==> src/rtl/console_pkg.sv <==
// Shared types and bit positions for the switch-bus console driver.
// Imported by the FIFO and the driver top level.
package console_pkg;

    typedef enum logic [1:0] {
        IDLE,
        WAIT_ACK,
        ERROR
    } state_t;

    localparam int SW_DATA_LSB  = 0;
    localparam int SW_REQ_BIT   = 8;
    localparam int LEDG_ACK_BIT = 0;

endpackage

==> src/rtl/console_fifo.sv <==
// Synchronous DEPTH x 8 byte FIFO with wrapping pointers.
// A push is taken only when not full at the start of the cycle.
module console_fifo
    import console_pkg::*;
#(
    parameter int DEPTH = 16
) (
    input  logic                     i_clk,
    input  logic                     i_reset,
    input  logic                     i_push,
    input  logic [7:0]               i_push_data,
    input  logic                     i_pop,
    output logic [7:0]               o_pop_data,
    output logic                     o_full,
    output logic                     o_empty,
    output logic [$clog2(DEPTH):0]   o_level
);

    localparam int AW = $clog2(DEPTH);
    localparam int LW = AW + 1;

    logic [7:0]    r_mem [DEPTH];
    logic [AW-1:0] r_wr;
    logic [AW-1:0] r_rd;
    logic [LW-1:0] r_level;
    logic          w_acc_push;
    logic          w_acc_pop;

    assign o_full     = (r_level == LW'(DEPTH));
    assign o_empty    = (r_level == '0);
    assign o_level    = r_level;
    assign o_pop_data = r_mem[r_rd];
    assign w_acc_push = i_push & ~o_full;
    assign w_acc_pop  = i_pop & ~o_empty;

    // Storage array; contents need no reset since level gates reads.
    always_ff @(posedge i_clk) begin
        if (w_acc_push) begin
            r_mem[r_wr] <= i_push_data;
        end
    end

    // Pointers and occupancy; pointers wrap naturally at DEPTH.
    always_ff @(posedge i_clk) begin
        if (!i_reset) begin
            r_wr    <= '0;
            r_rd    <= '0;
            r_level <= '0;
        end else begin
            if (w_acc_push) begin
                r_wr <= r_wr + AW'(1);
            end
            if (w_acc_pop) begin
                r_rd <= r_rd + AW'(1);
            end
            r_level <= r_level + LW'(w_acc_push) - LW'(w_acc_pop);
        end
    end

endmodule

==> src/rtl/console_sw_driver.sv <==
// Streams queued bytes onto the core's switch bus with a toggle
// request / toggle acknowledge handshake, plus counters and error flags.
module console_sw_driver
    import console_pkg::*;
#(
    parameter int DEPTH   = 16,
    parameter int TIMEOUT = 1024
) (
    input  logic                   i_clk,
    input  logic                   i_reset,
    input  logic                   i_push,
    input  logic [7:0]             i_push_data,
    output logic                   o_full,
    output logic [$clog2(DEPTH):0] o_level,
    output logic [31:0]            o_io_sw,
    input  logic [31:0]            i_io_ledg,
    output logic [31:0]            o_sent_cnt,
    output logic                   o_overflow,
    output logic                   o_timeout,
    output logic                   o_busy
);

    localparam int TW = $clog2(TIMEOUT + 1);

    state_t        r_state;
    state_t        w_next;
    logic [7:0]    r_sw_data;
    logic          r_req;
    logic          r_ack_q;
    logic [TW-1:0] r_timer;
    logic [31:0]   r_sent_cnt;
    logic          r_overflow;
    logic          r_timeout;
    logic          w_pop;
    logic          w_done;
    logic          w_expire;
    logic          w_empty;
    logic [7:0]    w_pop_data;
    logic          w_unused;

    assign w_unused = ^i_io_ledg[31:1];

    console_fifo #(
        .DEPTH(DEPTH)
    ) u_fifo (
        .i_clk       (i_clk),
        .i_reset     (i_reset),
        .i_push      (i_push),
        .i_push_data (i_push_data),
        .i_pop       (w_pop),
        .o_pop_data  (w_pop_data),
        .o_full      (o_full),
        .o_empty     (w_empty),
        .o_level     (o_level)
    );

    // State register.
    always_ff @(posedge i_clk) begin
        if (!i_reset) begin
            r_state <= IDLE;
        end else begin
            r_state <= w_next;
        end
    end

    // Next state and the single-cycle control strobes.
    always_comb begin
        w_next   = r_state;
        w_pop    = 1'b0;
        w_done   = 1'b0;
        w_expire = 1'b0;
        unique case (r_state)
            IDLE: begin
                if (!w_empty) begin
                    w_pop  = 1'b1;
                    w_next = WAIT_ACK;
                end
            end
            WAIT_ACK: begin
                if (r_ack_q == r_req) begin
                    w_done = 1'b1;
                    w_next = IDLE;
                end else if (r_timer == TW'(TIMEOUT - 1)) begin
                    w_expire = 1'b1;
                    w_next   = ERROR;
                end
            end
            ERROR: begin
                w_next = ERROR;
            end
            default: begin
                w_next = IDLE;
            end
        endcase
    end

    // Switch bus, ack sampling, timer, counter and sticky flags.
    always_ff @(posedge i_clk) begin
        if (!i_reset) begin
            r_sw_data  <= '0;
            r_req      <= 1'b0;
            r_ack_q    <= 1'b0;
            r_timer    <= '0;
            r_sent_cnt <= '0;
            r_overflow <= 1'b0;
            r_timeout  <= 1'b0;
        end else begin
            r_ack_q <= i_io_ledg[LEDG_ACK_BIT];
            if (w_pop) begin
                r_sw_data <= w_pop_data;
                r_req     <= ~r_req;
                r_timer   <= '0;
            end else if (r_state == WAIT_ACK && !w_done && !w_expire) begin
                r_timer <= r_timer + TW'(1);
            end
            if (w_done) begin
                r_sent_cnt <= r_sent_cnt + 32'd1;
            end
            if (w_expire) begin
                r_timeout <= 1'b1;
            end
            if (i_push && o_full) begin
                r_overflow <= 1'b1;
            end
        end
    end

    // Drive the switch word: data byte, request toggle, zeros above.
    always_comb begin
        o_io_sw                       = '0;
        o_io_sw[SW_DATA_LSB +: 8]     = r_sw_data;
        o_io_sw[SW_REQ_BIT]           = r_req;
    end

    assign o_sent_cnt = r_sent_cnt;
    assign o_overflow = r_overflow;
    assign o_timeout  = r_timeout;
    assign o_busy     = (r_state == WAIT_ACK);

endmodule

==> config.mk <==
export PLATFORM = sky130hd
export DESIGN_NAME = console_sw_driver
export DESIGN_NICKNAME = d
export VERILOG_FILES = /design/src/rtl/console_pkg.sv /design/src/rtl/console_fifo.sv /design/src/rtl/console_sw_driver.sv
export SDC_FILE = /design/constraint.sdc
export NUM_CORES = 1
export LEC_CHECK = 0
export CELL_PAD_IN_SITES_DETAIL_PLACEMENT = 0
export CELL_PAD_IN_SITES_GLOBAL_PLACEMENT = 2
export CORE_ASPECT_RATIO = 0.8
export CORE_UTILIZATION = 38
export CTS_CLUSTER_SIZE = 10
export DETAILED_ROUTE_END_ITERATION = 6
export GPL_TIMING_DRIVEN = 0
export PLACE_DENSITY_LB_ADDON = 0.1
export SKIP_CTS_REPAIR_TIMING = 1
export SLEW_MARGIN = 30
export SYNTH_ARGS = -nofsm -noshare
export SYNTH_HDL_FRONTEND = slang
export SYNTH_SLANG_ARGS = --single-unit
==> constraint.sdc <==
create_clock -name i_clk -period 3.6 [get_ports i_clk]
set_input_delay 0.36 -clock i_clk [delete_from_list [all_inputs] [get_ports i_clk]]
set_output_delay 0.36 -clock i_clk [all_outputs]
set_load 0.05 [all_outputs]
==> impl_results.md <==
- Multiplexer fraction of the synthesized cell area: 0.110
- Nature of the critical path endpoint: register
- I/O pin count: roughly 120
- Run status: finished clean
- Source of the critical timing path: u_fifo.o_level[2]
- Slew at the pin closest to its max-slew limit: 0.956 ns
- Drt first-iter violations: 323
- Part of the Yosys area used for sequential elements: 0.627
- Maximum capacitance violations: 0
- Max rail drop VDD: 0.481 mV
- WP data required: between 3 and 4 ns
- Number of enable flip-flop cells after synthesis: 128
- Cell with the largest stage delay on the worst path: or4b_2
- Global-route wire length before repair: 30.4 mm
- Start-to-end type of the worst setup path: reg2reg
- Number of optimization iterations in the first detailed-route pass: 5
- Buffer levels on the longest clock path: 2
- Leakage power of the design: 0.00333 uW
- Delay of the slowest cell on the worst path: around 0.69 ns
- Clock tree from TritonCTS: yes
- Vias in the first global route: 5,047
- Area growth, synth to finish: 20.4%
- Worst clock skew: 0.0159 ns
- Bufs and invs on worst path: 4
- Number of cells produced by synthesis: 610
- Critical Path Start Type: register
- Estimated wirelength of the detail-placed design: 13.5 mm
- Minimum setup slack among reg-to-reg paths: 0.35 ns
- Drt total wl: 19.8 mm
- Worst reg2reg startpoint: u_fifo.o_level[2]
- Worst R2R End: u_fifo.o_level[4]
- Top FF cell, synth: edfxtp_1
- Count of input and output buffers: 61
- Total number of placement rows: 48
- Synthesis warning total: 0
- Critical path's top delay family: simple AND/OR/NAND/NOR gates
- Data arrival time at the worst-slack endpoint: roughly 3.6 ns
- Core Footprint: 0.0216 sq mm
- Number of nets in the layout: 772
- Depth of the worst register-to-register path: 14
- Global placer's final weighted congestion: about 0.85
- Max transition margin: 0.362
- Setup repair after global routing missed its margin: no
- Post-synthesis compound-gate area fraction: 0.0613
- Setup_tns: 0 ns
- Sinks on Clock Net: 198
- Worst Hold Class: reg2reg
- Portion of total power attributed to sequential cells: 0.410
- WL/cell: 19.8 um
- Async set or reset register ratio after synthesis: 0
- Internal power contribution: 4270 uW
- GR Overflow Total: 0
- Number of H-tree levels: 4
- Simple-gate area share of the yosys netlist: 0.109
- Average cell area after synthesis: 13.7 sq um
- Fraction of final layout cells sized beyond drive strength 1: 0.151
- Dpl ws: 0.159 ns
- Combinational cell fraction of total power: 0.292
- Crit path cell chain: inv_1 > ha_1 > or4b_2 > nand2_2 > clkinvlp_4 > ha_1 > inv_1 > ha_1 > inv_1 > fa_1 > nand2b_1 > a21oi_1 > o21ai_0 > nor3b_1
- Clock transition time at the flip-flop clock pins of the worst setup and hold paths: around 0.08 ns
- DR vias: 5,332
- GRT Util Overall: 0.183
- Number of endpoints failing setup at the final stage: 0
- Initial Util: 0.388
- Net switching share of the total power: 0.347
- Pin count of the biggest net entering global routing: 23
- Tcrit/Tclk final: 0.904
- Number of buffers created by CTS: 17
- Width of the die: 168 um
- Clock insertion delay at the later pin of the skew report: roughly 0.44 ns
- Largest family of logic cells by synthesized area: multiplexers
- Crit path setup slack, layout: about 0.35 ns
- Initial antenna violation count: 0
- Portion of total power attributed to the clock network: 0.298
- DRC violations left: 0
- Number of register bits inferred by synthesis: 198
- Stages on the worst setup path: 14
- Adder-Cell Fraction of Synth Area: 0.0218
- Die height: about 130 um
- Post-synthesis cell area: 0.00836 sq mm
- Number of distinct library cell variants in the gate-level netlist after synthesis: 46
- Worst setup endpoint: u_fifo.o_level[4]
- Die area: about 0.023 sq mm
- Final Hold Violating Endpoints: 0
- Pwr/cell area: between 600 and 700 mW/mm^2
- Net switching power figure: roughly 2300 uW
- Slew Limit Fails: 0
- Crit-path max FO: 6
- Fill count: 1,898
- Post-route minimum period: 3.25 ns
- Via/cell ratio: 5.32
- Antenna fix cells: 0
- Maximum clock rate: 307 MHz
- Pwr Total: 6540 uW
- Root buffer selected by CTS: clkbuf_16
- Remaining number of nets flagged by the antenna check after routing: 0
- Synthesized-area fraction occupied by xor and xnor cells: 0.0230
==> state kept, by name, summed over array words and instances (netlist names) <==
register        count
u_fifo.r_mem      128
o_sent_cnt         32
r_timer            11
r_sw_data           8
u_fifo.o_level      5
u_fifo.r_rd         4
u_fifo.r_wr         4
r_state             2
o_overflow          1
o_timeout           1
r_ack_q             1
r_req               1
==> logic make-up (layout without fill, tap and decap cells) <==
family	Yosys count	after routing
flops	198	198
fa+ha+maj	14	14
buf+inv	77	173
xor+xnor	22	22
other cells	1	23
simple gates	169	169
compound gates	77	77
mux	52	52
==> worst reg2reg max path, stage by stage (launching register included) <==
cell	delay (ns)
dfxtp_1	0.33
inv_1	0.08
ha_1	0.17
or4b_2	0.69
nand2_2	0.18
clkinvlp_4	0.14
ha_1	0.28
inv_1	0.07
ha_1	0.16
inv_1	0.05
fa_1	0.39
nand2b_1	0.16
a21oi_1	0.18
o21ai_0	0.09
nor3b_1	0.14
==> per-layer routing <==
metal	vias to the layer above	routed length, um	GRT usage
met5	-	0	0
met4	0	174	0.0438
met3	10	897	0.0372
met2	126	8640	0.264
met1	2697	10100	0.279
li1	2499	-	-
==> layout by cell type, fill, tap and decap left out, types with 7 or more instances in the layout <==
cell,instances
inv_6,7
mux2i_1,20
inv_1,21
o221ai_1,8
a21oi_1,30
clkbuf_1,19
edfxtp_1,128
nor2_1,38
clkbuf_16,17
o21ai_0,8
o31ai_1,14
ha_1,13
dfxtp_1,70
nor3_1,7
nand2_1,22
nand3_1,27
conb_1,23
buf_4,27
mux4_2,32
or3_1,9
xnor2_1,14
nand2b_1,11
clkdlybuf4s50_1,61
xor2_1,8
or4_1,15
nand4_1,8
==> area by class of cell <==
type	count	area (sq um)	area share
plain buffers	54	307	0.0304
multi-input cells	357	2840	0.282
clock inverters	15	181	0.0180
clock buffers	17	425	0.0423
well taps	275	344	0.0342
repair buffers	64	633	0.0629
inverters	23	90.1	0.00895
flip-flops and latches	198	5250	0.521
==> Yosys cell counts, types with 14 or more instances <==
cell type  instances  share of area
or4_1             15          0.013
nor2_1            42          0.019
edfxtp_1         128           0.46
clkbuf_1          19         0.0085
xnor2_1           14          0.015
nand2_1           23          0.010
mux4_2            32          0.086
a21oi_1           30          0.018
dfxtp_1           70           0.17
buf_4             24          0.022
inv_1             21         0.0094
mux2i_1           20          0.024
nand3_1           27          0.016
o31ai_1           14          0.013
==> power groups by stage <==
stage,Sequential [uW],Combinational [uW],Clock [uW]
floorplan,2980,1080,0
global placement,2730,1870,0
detailed placement,2730,1890,0
CTS,2680,1900,1990
global route,2700,2060,2090
finish,2680,1910,1950
==> how the worst min path moves through the flow <==
stage	cells after the start	endpoint	startpoint	slack, ns
floorplan	1	r_timer[10]	r_timer[10]	0.44
global placement	1	r_timer[10]	r_timer[10]	0.44
detailed placement	1	r_timer[10]	r_timer[10]	0.45
CTS	1	r_timer[10]	r_timer[10]	0.47
global route	1	r_timer[10]	r_timer[10]	0.48
finish	1	r_timer[10]	r_timer[10]	0.47
==> stage by stage <==
step,instances,util,area [sq um],hold slack (ns)
after global routing,1003,0.467,10100,0.480
after global placement,968,0.436,9400,0.440
after floorplan,632,-,8450,0.436
after detailed placement,970,0.438,9440,0.454
after CTS,1002,0.466,10000,0.467
final,1003,0.467,10100,0.468
No activity file was read; power rests on OpenSTA's default activity.
